### src/rtl/demux_sched_ctrl.sv
// Select/handshake controller for a 1-to-2 demux: routes a valid/ready stream into
// one-entry output registers for channels B and C, in manual or round-robin mode.
module demux_sched_ctrl #(
    parameter int DATA_W    = 2,
    parameter int BURST_LEN = 4
) (
    input  logic              clk,
    input  logic              rst,
    input  logic              mode,
    input  logic              sel_req,
    input  logic [DATA_W-1:0] in_data,
    input  logic              in_valid,
    output logic              in_ready,
    output logic [DATA_W-1:0] outB_data,
    output logic              outB_valid,
    input  logic              outB_ready,
    output logic [DATA_W-1:0] outC_data,
    output logic              outC_valid,
    input  logic              outC_ready,
    output logic              cur_sel,
    output logic [7:0]        burst_cnt
);

    typedef enum logic {
        ROUTE  = 1'b0,
        SWITCH = 1'b1
    } state_t;

    localparam logic [7:0] BURST_LIM = 8'(BURST_LEN);

    state_t            state_q, state_d;
    logic              cur_sel_q, cur_sel_d;
    logic [7:0]        burst_cnt_q, burst_cnt_d;
    logic              b_valid_q, b_valid_d;
    logic [DATA_W-1:0] b_data_q, b_data_d;
    logic              c_valid_q, c_valid_d;
    logic [DATA_W-1:0] c_data_q, c_data_d;

    logic cur_valid;
    logic cur_ready;
    logic switch_cond;
    logic route_rdy;
    logic accept;

    function automatic logic [7:0] sat_inc(input logic [7:0] v);
        return (v == 8'hFF) ? v : v + 8'd1;
    endfunction

    always_comb begin
        cur_valid   = cur_sel_q ? c_valid_q : b_valid_q;
        cur_ready   = cur_sel_q ? outC_ready : outB_ready;
        switch_cond = mode ? (burst_cnt_q == BURST_LIM) : (sel_req != cur_sel_q);
    end

    always_comb begin
        state_d     = state_q;
        cur_sel_d   = cur_sel_q;
        burst_cnt_d = mode ? burst_cnt_q : 8'd0;
        route_rdy   = 1'b0;
        accept      = 1'b0;

        case (state_q)
            ROUTE: begin
                if (switch_cond) begin
                    state_d = SWITCH;
                end else begin
                    route_rdy = !cur_valid || cur_ready;
                    accept    = in_valid && route_rdy && !rst;
                    if (accept && mode) begin
                        burst_cnt_d = sat_inc(burst_cnt_q);
                    end
                end
            end
            SWITCH: begin
                // Flip only once the old destination holds nothing still unconsumed.
                if (!cur_valid || cur_ready) begin
                    cur_sel_d   = ~cur_sel_q;
                    burst_cnt_d = 8'd0;
                    state_d     = ROUTE;
                end
            end
            default: begin
                state_d = ROUTE;
            end
        endcase

        in_ready = route_rdy && !rst;
    end

    always_comb begin
        b_valid_d = b_valid_q && !outB_ready;
        b_data_d  = b_data_q;
        c_valid_d = c_valid_q && !outC_ready;
        c_data_d  = c_data_q;
        if (accept && !cur_sel_q) begin
            b_valid_d = 1'b1;
            b_data_d  = in_data;
        end
        if (accept && cur_sel_q) begin
            c_valid_d = 1'b1;
            c_data_d  = in_data;
        end
    end

    always_ff @(posedge clk) begin
        if (rst) begin
            state_q     <= ROUTE;
            cur_sel_q   <= 1'b0;
            burst_cnt_q <= 8'd0;
            b_valid_q   <= 1'b0;
            b_data_q    <= '0;
            c_valid_q   <= 1'b0;
            c_data_q    <= '0;
        end else begin
            state_q     <= state_d;
            cur_sel_q   <= cur_sel_d;
            burst_cnt_q <= burst_cnt_d;
            b_valid_q   <= b_valid_d;
            b_data_q    <= b_data_d;
            c_valid_q   <= c_valid_d;
            c_data_q    <= c_data_d;
        end
    end

    assign outB_data  = b_data_q;
    assign outB_valid = b_valid_q;
    assign outC_data  = c_data_q;
    assign outC_valid = c_valid_q;
    assign cur_sel    = cur_sel_q;
    assign burst_cnt  = burst_cnt_q;

endmodule

### config.mk
export PLATFORM = sky130hd
export DESIGN_NAME = demux_sched_ctrl
export DESIGN_NICKNAME = d
export VERILOG_FILES = /design/src/rtl/demux_sched_ctrl.sv
export SDC_FILE = /design/constraint.sdc
export NUM_CORES = 1
export LEC_CHECK = 0
export BUFFER_PORTS_ARGS = -buffer_cell sky130_fd_sc_hd__buf_2
export CORE_UTILIZATION = 35
export DETAILED_ROUTE_END_ITERATION = 8
export SLEW_MARGIN = 20
export SYNTH_ARGS = -nofsm -noshare
export SYNTH_HDL_FRONTEND = slang
export SYNTH_SLANG_ARGS = --single-unit
### constraint.sdc
create_clock -name clk -period 2.2 [get_ports clk]
set_input_delay 0.11 -clock clk [delete_from_list [all_inputs] [get_ports clk]]
set_output_delay 0.11 -clock clk [all_outputs]
set_load 0.03 [all_outputs]
==> impl_results.md, run 1 <==
* Final-stage net count at 141
* Die X at 51.7 um
* Commonest non-fill, non-tap cell in the layout: buf_2
* Hold Path Class: in -> reg
* # port buffers at 24
* CTS tree: done
* Reg-to-reg endpoint: burst_cnt[1]$_SDFFE_PP0P_
* Final GP Congestion at 0.810
* Vias in the first global route at 778
* Max-Cap Viols at 0
* Synth Instances at 103
* Via count at 886
* Cells after DPL at 153
* Met1 WL at 985 um
* Layout Cells excl Fill at 156
* CTS Hold Bufs at 0
* H-tree depth at 1
* Grt ovf at 0
* Synth cell types at 37
* Worst-Margin Slew at 0.512 ns
* Clock sink total at 16
* DRT iter0 DRCs at 12
* Pint at 0.000400 W
* Die area at 2670 um2
* Clk slew on worst S/H paths at 0.10 ns
* Worst Path Max Fanout at 8
* I/O pin count at 25
* Ant. Diodes at 0
* Antenna-violating nets left at 0
* Vias per cell at 5.68
* DP HPWL at 1580 um
* Maximum root-to-sink buffer count at 2
* DR DRC count at 0
* Final Cycle Share at 94.0%
* Total CTS buffers at 3
* Core Box Area at 2280 um2
* Hold_sp: in_data[1]
* Syn nets at 114
* Most frequent cells in the layout: buf_2, dfxtp_1, nand2_1
* Critical Path, Cell by Cell: and3b_4 > or3_4 > or4_4 > o21a_1 > o31ai_1
* WHS Path Cells at 3
* Leakage at 0.445 nW
* Net Sw Power at 0.000169 W
* Critical Path RT at 2.38 ns
* Largest net degree at the start of global routing at 14
* Critical Path End Type: flop
* Root Driver: clkbuf_4
* Seq/Total Area, Yosys at 37.0%
* Min Tclk post-route at 2.07 ns
* DRT Wirelength at 2060 um
* Worst slew margin at 65.4%
* Warnings from Yosys at 0
* Clk Latency, worst-skew pair at 0.29 ns
* Sw frac at 29.6%
* Slack of the worst reg-to-reg path at 0.13 ns
* Max-slew violations at 0
* Initial antenna violation count at 0
* Layout Skew at 0.00805 ns
* First-pass GRT wire length at 3420 um
* Synth-to-layout area growth at 21.3%
* Initial core utilization at 38.0%
* Outcome: completed
* Cts repair resizes at 0
* Total negative slack at 0 ns
* Fin util at 46.1%
* Fin area at 1050 um2
* Drt first pass iters at 4
* Reg2reg start: cur_sel$_SDFFE_PP0P_
* Critical Setup Path Class: reg -> reg
* FILL cells at 217
* Logic gate share of total power at 18.3%
* Maximum VDD drop at 395 uV
* Critical path arrival at 2.25 ns
* Die Ht at 51.7 um
* Max incr delay on CP at 0.59 ns
* Part of the power in registers at 54.1%
* WL met3 at 102 um
* CP Launch Type: flop
* Avg Inst Size Synth at 8.39 um2
* RSZ-0062 raised after global routing: no
* # rows at 17
* Cell taking the most area after synthesis: dfxtp_1
* WHS Endpoint: outC_data[1]$_SDFFE_PP0P_
* Synth top area share at 37.0%
* PwrDens at 542 nW/um2
* Slowest cell on crit path: or4_4
* Max layer used: met4
* Post-Syn Area at 865 um2
* Max Fclk at 483 MHz
* Final hold vios at 0
* Postcts setup bufs at 0
* Met2 WL at 951 um
* Synth top area cells: dfxtp_1, nand2_1, nand4_1
* Worst Reg-to-Reg Cells at 5
* Total track usage at 17.0%
* Routed len/inst at 13.2 um
* Clk network pwr share at 27.5%
* Share of layout cells above drive strength 1 at 27.3%
* Hold slack final at 0.0724 ns
* FF+latch count, synth at 16
* Placed inst area at 1020 um2
* Final setup vio count at 0
-- metal layers --
metal,vias up,track usage [%]
met4,0,5.41
met2,29,28.4
li1,434,-
met1,421,22.1
met5,-,0
met3,2,2.92
-- synth_stat cells (all sizes together) --
library cell	instances
nor4b	2
nor2	6
o31ai	2
mux2i	3
or3b	1
a2bb2oi	1
o2111a	1
and4	1
or4	4
nor3	2
nand3b	1
buf	1
nand2b	2
inv	5
o21a	1
a21oi	7
mux2	1
nand3	7
nand4	6
nor3b	1
o21ai	2
nor4bb	1
and2	1
and3b	1
a21o	1
dfxtp	16
clkbuf	4
nor4	1
xnor2	1
nor2b	1
o2bb2ai	1
ha	2
or3	3
o2111ai	3
nand2	10
-- cell type report --
cell class	instances	area [um2]	area share [%]
inverter	5	18.8	1.79
timing repair buffer	27	143	13.6
sequential	16	320	30.5
tap	28	35.0	3.34
multi-input combinational	77	509	48.6
clock buffer	3	22.5	2.15
-- worst max path at each step --
stage                               from                   endpoint  depth (start not counted)
2_1_floorplan  burst_cnt[0]$_SDFFE_PP0P_  burst_cnt[4]$_SDFFE_PP0P_                          8
3_3_place_gp        cur_sel$_SDFFE_PP0P_  burst_cnt[1]$_SDFFE_PP0P_                          5
3_5_place_dp        cur_sel$_SDFFE_PP0P_  burst_cnt[1]$_SDFFE_PP0P_                          5
4_1_cts             cur_sel$_SDFFE_PP0P_  burst_cnt[1]$_SDFFE_PP0P_                          5
5_1_grt        burst_cnt[1]$_SDFFE_PP0P_                   in_ready                          7
6_report            cur_sel$_SDFFE_PP0P_  burst_cnt[1]$_SDFFE_PP0P_                          5
-- sequential cells by signal, summed over array words and instances, names as in the netlist --
signal and count:
state_q 1, outB_data 2, burst_cnt 8, cur_sel 1, outB_valid 1, outC_data 2
outC_valid 1
-- worst max-delay path: cells and delay by family (launching register included) --
kind | cells | cell delay (ns)
flops | 1 | 0.39
simple gates | 3 | 1.18
compound gates | 2 | 0.39
-- metrics by stage --
step | setup slack (ns) | total power [W]
finish | 0.132 | 0.000569
global route | 0.0545 | 0.000600
CTS | 0.00444 | 0.000574
detailed placement | 0.0347 | 0.000419
global placement | 0.177 | 0.000418
floorplan | 0.00470 | 0.000385
-- cell families after synthesis --
logic type	share of synthesized area (%)
buf+inv	4.49
compound gates	15.1
fa+ha+maj	2.89
mux	4.78
simple gates	34.7
flops	37.0
xor+xnor	1.01
-- power groups by stage --
| stage | clock (W) | sequential, W | combinational [W] |
|---|---|---|---|
| after global placement | 0 | 0.000314 | 0.000104 |
| after detailed placement | 0 | 0.000315 | 0.000104 |
| after global routing | 0.000175 | 0.000309 | 0.000115 |
| final | 0.000157 | 0.000308 | 0.000104 |
| after floorplan | 0 | 0.000328 | 0.0000572 |
| after CTS | 0.000162 | 0.000308 | 0.000105 |
(Power assumes the default switching activity.)
==> run 2, diff against run 1 <==
- ABC_AREA: not set -> 1
- CTS_CLUSTER_DIAMETER: not set -> 50
==> impl_results.md, run 2 <==
* Outcome: completed (unchanged)
* Routed len/inst at 11.3 um (was 13.2 um)
* Max Fclk at 498 MHz (was 483 MHz)
* Antenna-violating nets left at 0 (unchanged)
* Total track usage at 17.4% (was 17.0%)
* Synth top area share at 26.7% (was 37.0%)
* CP Launch Type: flop (unchanged)
* Grt ovf at 0 (unchanged)
* Final GP Congestion at 0.819 (was 0.810)
* Synth-to-layout area growth at 13.0% (was 21.3%)
* FF+latch count, synth at 16 (unchanged)
* Most numerous cell in the Yosys netlist: nand2_1 (was dfxtp_1)
* CTS tree: done (unchanged)
* Layout Skew at 0.00684 ns (was 0.00805 ns)
* Total Power at 0.000706 W (was 0.000569 W)
* Synth top area cells: dfxtp_1, nand2_1, nand3_1 (was dfxtp_1, nand2_1, nand4_1)
* Critical Setup Path Class: reg -> out (was reg -> reg)
* Footprint of the multi-input gates at 706 um2 (was 509 um2)
* Maximum VDD drop at 254 uV (was 395 uV)
* # rows at 20 (was 17)
* Final-stage net count at 216 (was 141)
* Post-Syn Area at 1200 um2 (was 865 um2)
* Placed inst area at 1320 um2 (was 1020 um2)
* Hold Path Class: in -> reg (unchanged)
* Reg2reg start: burst_cnt[0]$_SDFFE_PP0P_ (was cur_sel$_SDFFE_PP0P_)
* Cts repair resizes at 0 (unchanged)
* Most frequent cells in the layout: nand2_1, nand3_1, buf_2 (was buf_2, dfxtp_1, nand2_1)
* Critical path arrival at 1.90 ns (was 2.25 ns)
* Synth cell types at 28 (was 37)
* Avg Inst Size Synth at 6.59 um2 (was 8.39 um2)
* Final worst setup slack at 0.194 ns (was 0.132 ns)
* Final hold vios at 0 (unchanged)
* Clk Latency, worst-skew pair at 0.31 ns (was 0.29 ns)
* DR DRC count at 0 (unchanged)
* Maximum root-to-sink buffer count at 2 (unchanged)
* Largest net degree at the start of global routing at 18 (was 14)
* H-tree depth at 1 (unchanged)
* Slack of the worst reg-to-reg path at 0.54 ns (was 0.13 ns)
* EDFF count, synth at 0 (unchanged)
* Post-synth top cells: nand2_1, nand3_1, inv_1 (was dfxtp_1, nand2_1, a21oi_1, nand3_1)
* Total CTS buffers at 3 (unchanged)
* Min Tclk post-route at 2.01 ns (was 2.07 ns)
* CTS Hold Bufs at 0 (unchanged)
* Vias per cell at 4.73 (was 5.68)
* Warnings from Yosys at 0 (unchanged)
* Postcts setup bufs at 0 (unchanged)
* Drt first pass iters at 4 (unchanged)
* Leakage at 0.742 nW (was 0.445 nW)
* Share of layout cells above drive strength 1 at 24.5% (was 27.3%)
* DP HPWL at 2070 um (was 1580 um)
* First-pass GRT wire length at 4670 um (was 3420 um)
* Max reg flops at 8 (unchanged)
* Max-slew violations at 0 (unchanged)
* Die area at 3670 um2 (was 2670 um2)
* Reg area at 320 um2 (unchanged)
* Worst slew margin at 76.4% (was 65.4%)
* Syn nets at 193 (was 114)
* DRT iter0 DRCs at 98 (was 12)
* Max-Cap Viols at 0 (unchanged)
* Worst Path Max Fanout at 8 (unchanged)
* Hold_sp: outC_ready (was in_data[1])
* WHS Path Cells at 4 (was 3)
* Clk slew on worst S/H paths at 0.11 ns (was 0.10 ns)
* Place WS at 0.542 ns (was 0.0347 ns)
* Cell taking the most area after synthesis: dfxtp_1 (unchanged)
* Core Box Area at 3150 um2 (was 2280 um2)
* Seq/Total Area, Yosys at 26.7% (was 37.0%)
* Most used DFF post-synth: dfxtp_1 (unchanged)
* Via count at 1173 (was 886)
* Worst-Margin Slew at 0.353 ns (was 0.512 ns)
* Initial antenna violation count at 0 (unchanged)
* Vias in the first global route at 1029 (was 778)
* Initial core utilization at 38.1% (was 38.0%)
* Clock sink total at 16 (unchanged)
* WHS Endpoint: outC_valid$_SDFF_PP0_ (was outC_data[1]$_SDFFE_PP0P_)
* Die Ht at 60.6 um (was 51.7 um)
* Critical Path RT at 2.09 ns (was 2.38 ns)
* Fin util at 43.0% (was 46.1%)
* Die X at 60.6 um (was 51.7 um)
* I/O pin count at 25 (unchanged)
* Total negative slack at 0 ns (unchanged)
* Critical Path End Type: output port (was flop)
* Synth Instances at 182 (was 103)
* # port buffers at 24 (unchanged)
* Final setup vio count at 0 (unchanged)
* Final Cycle Share at 91.2% (was 94.0%)
* Root Driver: clkbuf_4 (unchanged)
* Fin area at 1360 um2 (was 1050 um2)
* Worst Reg-to-Reg Cells at 10 (was 5)
* PwrDens at 520 nW/um2 (was 542 nW/um2)
* Ant. Diodes at 0 (unchanged)
* Post-synth ARST share at 0% (unchanged)
* RSZ-0062 raised after global routing: no (unchanged)
* Commonest non-fill, non-tap cell in the layout: nand2_1 (was buf_2)
* FILL cells at 358 (was 217)
* DRT Wirelength at 2800 um (was 2060 um)
* Reg-to-reg endpoint: outB_data[0]$_SDFFE_PP0P_ (was burst_cnt[1]$_SDFFE_PP0P_)
-- run 2: cell types whose count changed after synthesis, moves of 4 or more --
| cell | before | now |
|---|---|---|
| nand2_1 | 10 | 55 |
| inv_2 | 0 | 4 |
| or4_1 | 4 | 0 |
| inv_1 | 5 | 23 |
| nand3_1 | 7 | 24 |
-- run 2: final cells by class --
type / count / area share, %
well taps: 44 / 4.06
clock buffers: 4 / 2.68
inverters: 30 / 8.76
repair buffers: 24 / 8.86
flip-flops and latches: 16 / 23.6
multi-input cells: 130 / 52.0
-- run 2: logic make-up (layout without fill, tap and decap cells) --
logic type	after synthesis	in the layout	share of synthesized area, %
adders and majority gates	2	2	2.09
and+or+nand+nor	114	114	49.4
DFF	16	16	26.7
xor gates and xnor gates	3	3	2.19
AOI/OAI and AO/OA	11	11	5.11
buffers and inverters	36	58	14.5
-- run 2: worst max path at each step --
stage                                    from        to  slack, ns  depth (start not counted)
CTS                 burst_cnt[0]$_SDFFE_PP0P_  in_ready       0.18                          8
floorplan           burst_cnt[0]$_SDFFE_PP0P_  in_ready       0.21                          7
finish              burst_cnt[0]$_SDFFE_PP0P_  in_ready       0.19                          8
detailed placement  burst_cnt[0]$_SDFFE_PP0P_  in_ready       0.54                          8
global route        burst_cnt[0]$_SDFFE_PP0P_  in_ready       0.05                          8
global placement    burst_cnt[0]$_SDFFE_PP0P_  in_ready       0.56                          8
-- run 2: per-layer routing --
metal	GRT usage, %	wire length, um
met1	23.9	1410
met2	27.2	1220
met3	2.56	123
met4	7.79	46
met5	0	0
-- run 2: per-stage QoR --
stage          hold slack (ns)  cells
6_report                0.0719    248
4_1_cts                 0.0766    248
3_5_place_dp             0.402    244
2_1_floorplan            0.274    182
3_3_place_gp             0.401    244
5_1_grt                 0.0704    248
-- run 2: power by group --
group	switching, W	internal, W	total (W)
Sequential	0.0000179	0.000300	0.000318
Clock	0.000115	0.000101	0.000216
Combinational	0.000125	0.0000467	0.000171
-- run 2: worst max-delay path: stages, from the launching register on --
cell and delay (ns):
dfxtp_1 0.49, inv_1 0.08, ha_1 0.19, nand2_1 0.08, nor2_1 0.06, nand2_2 0.13, nand3_4 0.15, nor3_1 0.18
buf_2 0.23
==> run 3, diff against run 2 <==
- CORE_MARGIN: not set -> 2
- CTS_BUF_LIST: not set -> sky130_fd_sc_hd__clkbuf_4
==> impl_results.md, run 3 (synthesized netlist as in run 2, its figures left out) <==
* Outcome: completed (unchanged)
* Share of layout cells above drive strength 1 at 24.0% (was 24.5%)
* Max Fclk at 491 MHz (was 498 MHz)
* DRT iter0 DRCs at 101 (was 98)
* First-pass GRT wire length at 4800 um (was 4670 um)
* Drt first pass iters at 4 (unchanged)
* Vias per cell at 4.74 (was 4.73)
* Final Cycle Share at 92.5% (was 91.2%)
* Critical Path, Cell by Cell: inv_1 > ha_1 > nand2_1 > nor2_1 > nand2_2 > nand3_4 > nor3_1 > buf_2 (unchanged)
* Worst Reg-to-Reg Cells at 11 (was 10)
* Final worst setup slack at 0.165 ns (was 0.194 ns)
* DR DRC count at 0 (unchanged)
* I/O pin count at 25 (unchanged)
* Ant. Diodes at 0 (unchanged)
* Reg2reg start: burst_cnt[0]$_SDFFE_PP0P_ (unchanged)
* Hold Path Class: in -> reg (unchanged)
* DRT Wirelength at 2750 um (was 2800 um)
* Antenna-violating nets left at 0 (unchanged)
* Via count at 1185 (was 1173)
* Critical Path RT at 2.09 ns (about the same)
* PwrDens at 479 nW/um2 (was 520 nW/um2)
* CP startpoint: burst_cnt[0]$_SDFFE_PP0P_ (unchanged)
* # port buffers at 24 (unchanged)
* Synth-to-layout area growth at 12.4% (was 13.0%)
* Worst-Margin Slew at 0.352 ns (was 0.353 ns)
* Initial antenna violation count at 0 (unchanged)
* Critical path arrival at 1.93 ns (was 1.90 ns)
* Final setup vio count at 0 (unchanged)
* RSZ-0062 raised after global routing: no (unchanged)
* Critical Setup Path Class: reg -> out (unchanged)
* Clk slew on worst S/H paths at 0.09 ns (was 0.11 ns)
* Most frequent cells in the layout: nand2_1, nand3_1, buf_2 (unchanged)
* Slowest cell on crit path: dfxtp_1 (unchanged)
* Footprint of the multi-input gates at 706 um2 (unchanged)
* Layout Skew at 0.00140 ns (was 0.00684 ns)
* FILL cells at 387 (was 358)
* Leakage at 0.736 nW (was 0.742 nW)
* Die Ht at 62.6 um (was 60.6 um)
* CTS Hold Bufs at 0 (unchanged)
* Cts repair resizes at 0 (unchanged)
* Final GP Congestion at 0.847 (was 0.819)
* Largest net degree at the start of global routing at 18 (unchanged)
* Final hold vios at 0 (unchanged)
* Grt ovf at 0 (unchanged)
* Critical Path End Type: output port (unchanged)
* Hold_sp: outC_ready (unchanged)
* Place WS at 0.512 ns (was 0.542 ns)
* Maximum VDD drop at 205 uV (was 254 uV)
* Root Driver: clkbuf_4 (unchanged)
* DP HPWL at 2160 um (was 2070 um)
* Max incr delay on CP at 0.47 ns (was 0.49 ns)
* Maximum root-to-sink buffer count at 2 (unchanged)
* Total CTS buffers at 3 (unchanged)
* Max-slew violations at 0 (unchanged)
* Postcts setup bufs at 0 (unchanged)
* Core Box Area at 3310 um2 (was 3150 um2)
* Reg area at 320 um2 (unchanged)
* Initial core utilization at 36.2% (was 38.1%)
* Total negative slack at 0 ns (unchanged)
* Commonest non-fill, non-tap cell in the layout: nand2_1 (unchanged)
* Clk Latency, worst-skew pair at 0.28 ns (was 0.31 ns)
* H-tree depth at 1 (unchanged)
* Die X at 62.6 um (was 60.6 um)
* CP Launch Type: flop (unchanged)
* Worst slew margin at 76.5% (was 76.4%)
* Die area at 3910 um2 (was 3670 um2)
* Max reg flops at 8 (unchanged)
* WHS Path Cells at 4 (unchanged)
* CTS tree: done (unchanged)
* # rows at 21 (was 20)
* Vias in the first global route at 1056 (was 1029)
* Worst Path Max Fanout at 8 (unchanged)
* Max-Cap Viols at 0 (unchanged)
* Routed len/inst at 11.0 um (was 11.3 um)
* Slack of the worst reg-to-reg path at 0.53 ns (was 0.54 ns)
* Min Tclk post-route at 2.04 ns (was 2.01 ns)
* Total track usage at 15.0% (was 17.4%)
* Clock sink total at 16 (unchanged)
* Final-stage net count at 216 (unchanged)
==> run 3: cell count changes in the layout (fill, tap and decap cells not counted), sizes merged <==
cell	change
clkinv	+1
clkbuf	-1
==> run 3: metrics by stage <==
stage | hold slack (ns) | util, % | cell area (um2) | instances | power, W
final | 0.0911 | 40.7 | 1350 | 250 | 0.000646
after CTS | 0.0819 | 40.7 | 1350 | 250 | 0.000655
after global placement | 0.398 | 39.9 | 1320 | 246 | 0.000496
after global routing | 0.0915 | 40.7 | 1350 | 250 | 0.000691
after detailed placement | 0.398 | 39.9 | 1320 | 246 | 0.000495
after floorplan | 0.274 | - | 1200 | 182 | 0.000464
==> run 3: worst paths after layout <==
check / endpoint
worst min-delay path: outC_valid$_SDFF_PP0_
worst max-delay path: in_ready
worst min register to register: outC_data[0]$_SDFFE_PP0P_
worst max register to register: burst_cnt[2]$_SDFFE_PP0P_
==> run 3: where the power goes <==
part	leakage, nW	internal (W)	switching (W)
clock network	0.0154	0.0000659	0.0000922
logic	0.591	0.0000469	0.000124
registers	0.130	0.000300	0.0000169
total	0.736	0.000413	0.000233
==> run 3: final cells by class <==
cell class	instances	area share, %
clock buffers	3	1.67
clock inverters	1	0.278
inverters	30	8.81
multi-input cells	130	52.3
flip-flops and latches	16	23.7
well taps	46	4.27
repair buffers	24	8.91
==> run 3: routing by layer <==
metal	vias to the layer above	GRT usage [%]	part of all wire, %
met1	528	21.0	48
met2	31	24.5	46
li1	622	-	-
met4	0	5.00	1.3
met5	-	0	0
met3	4	1.08	4.3
==> run 3: critical path, delay by kind of cell (launching register included) <==
family	cells	cell delay (ns)
buffers and inverters	2	0.32
adder cells (fa/ha/maj)	1	0.21
AND/OR/NAND/NOR	5	0.64
flip-flops	1	0.47
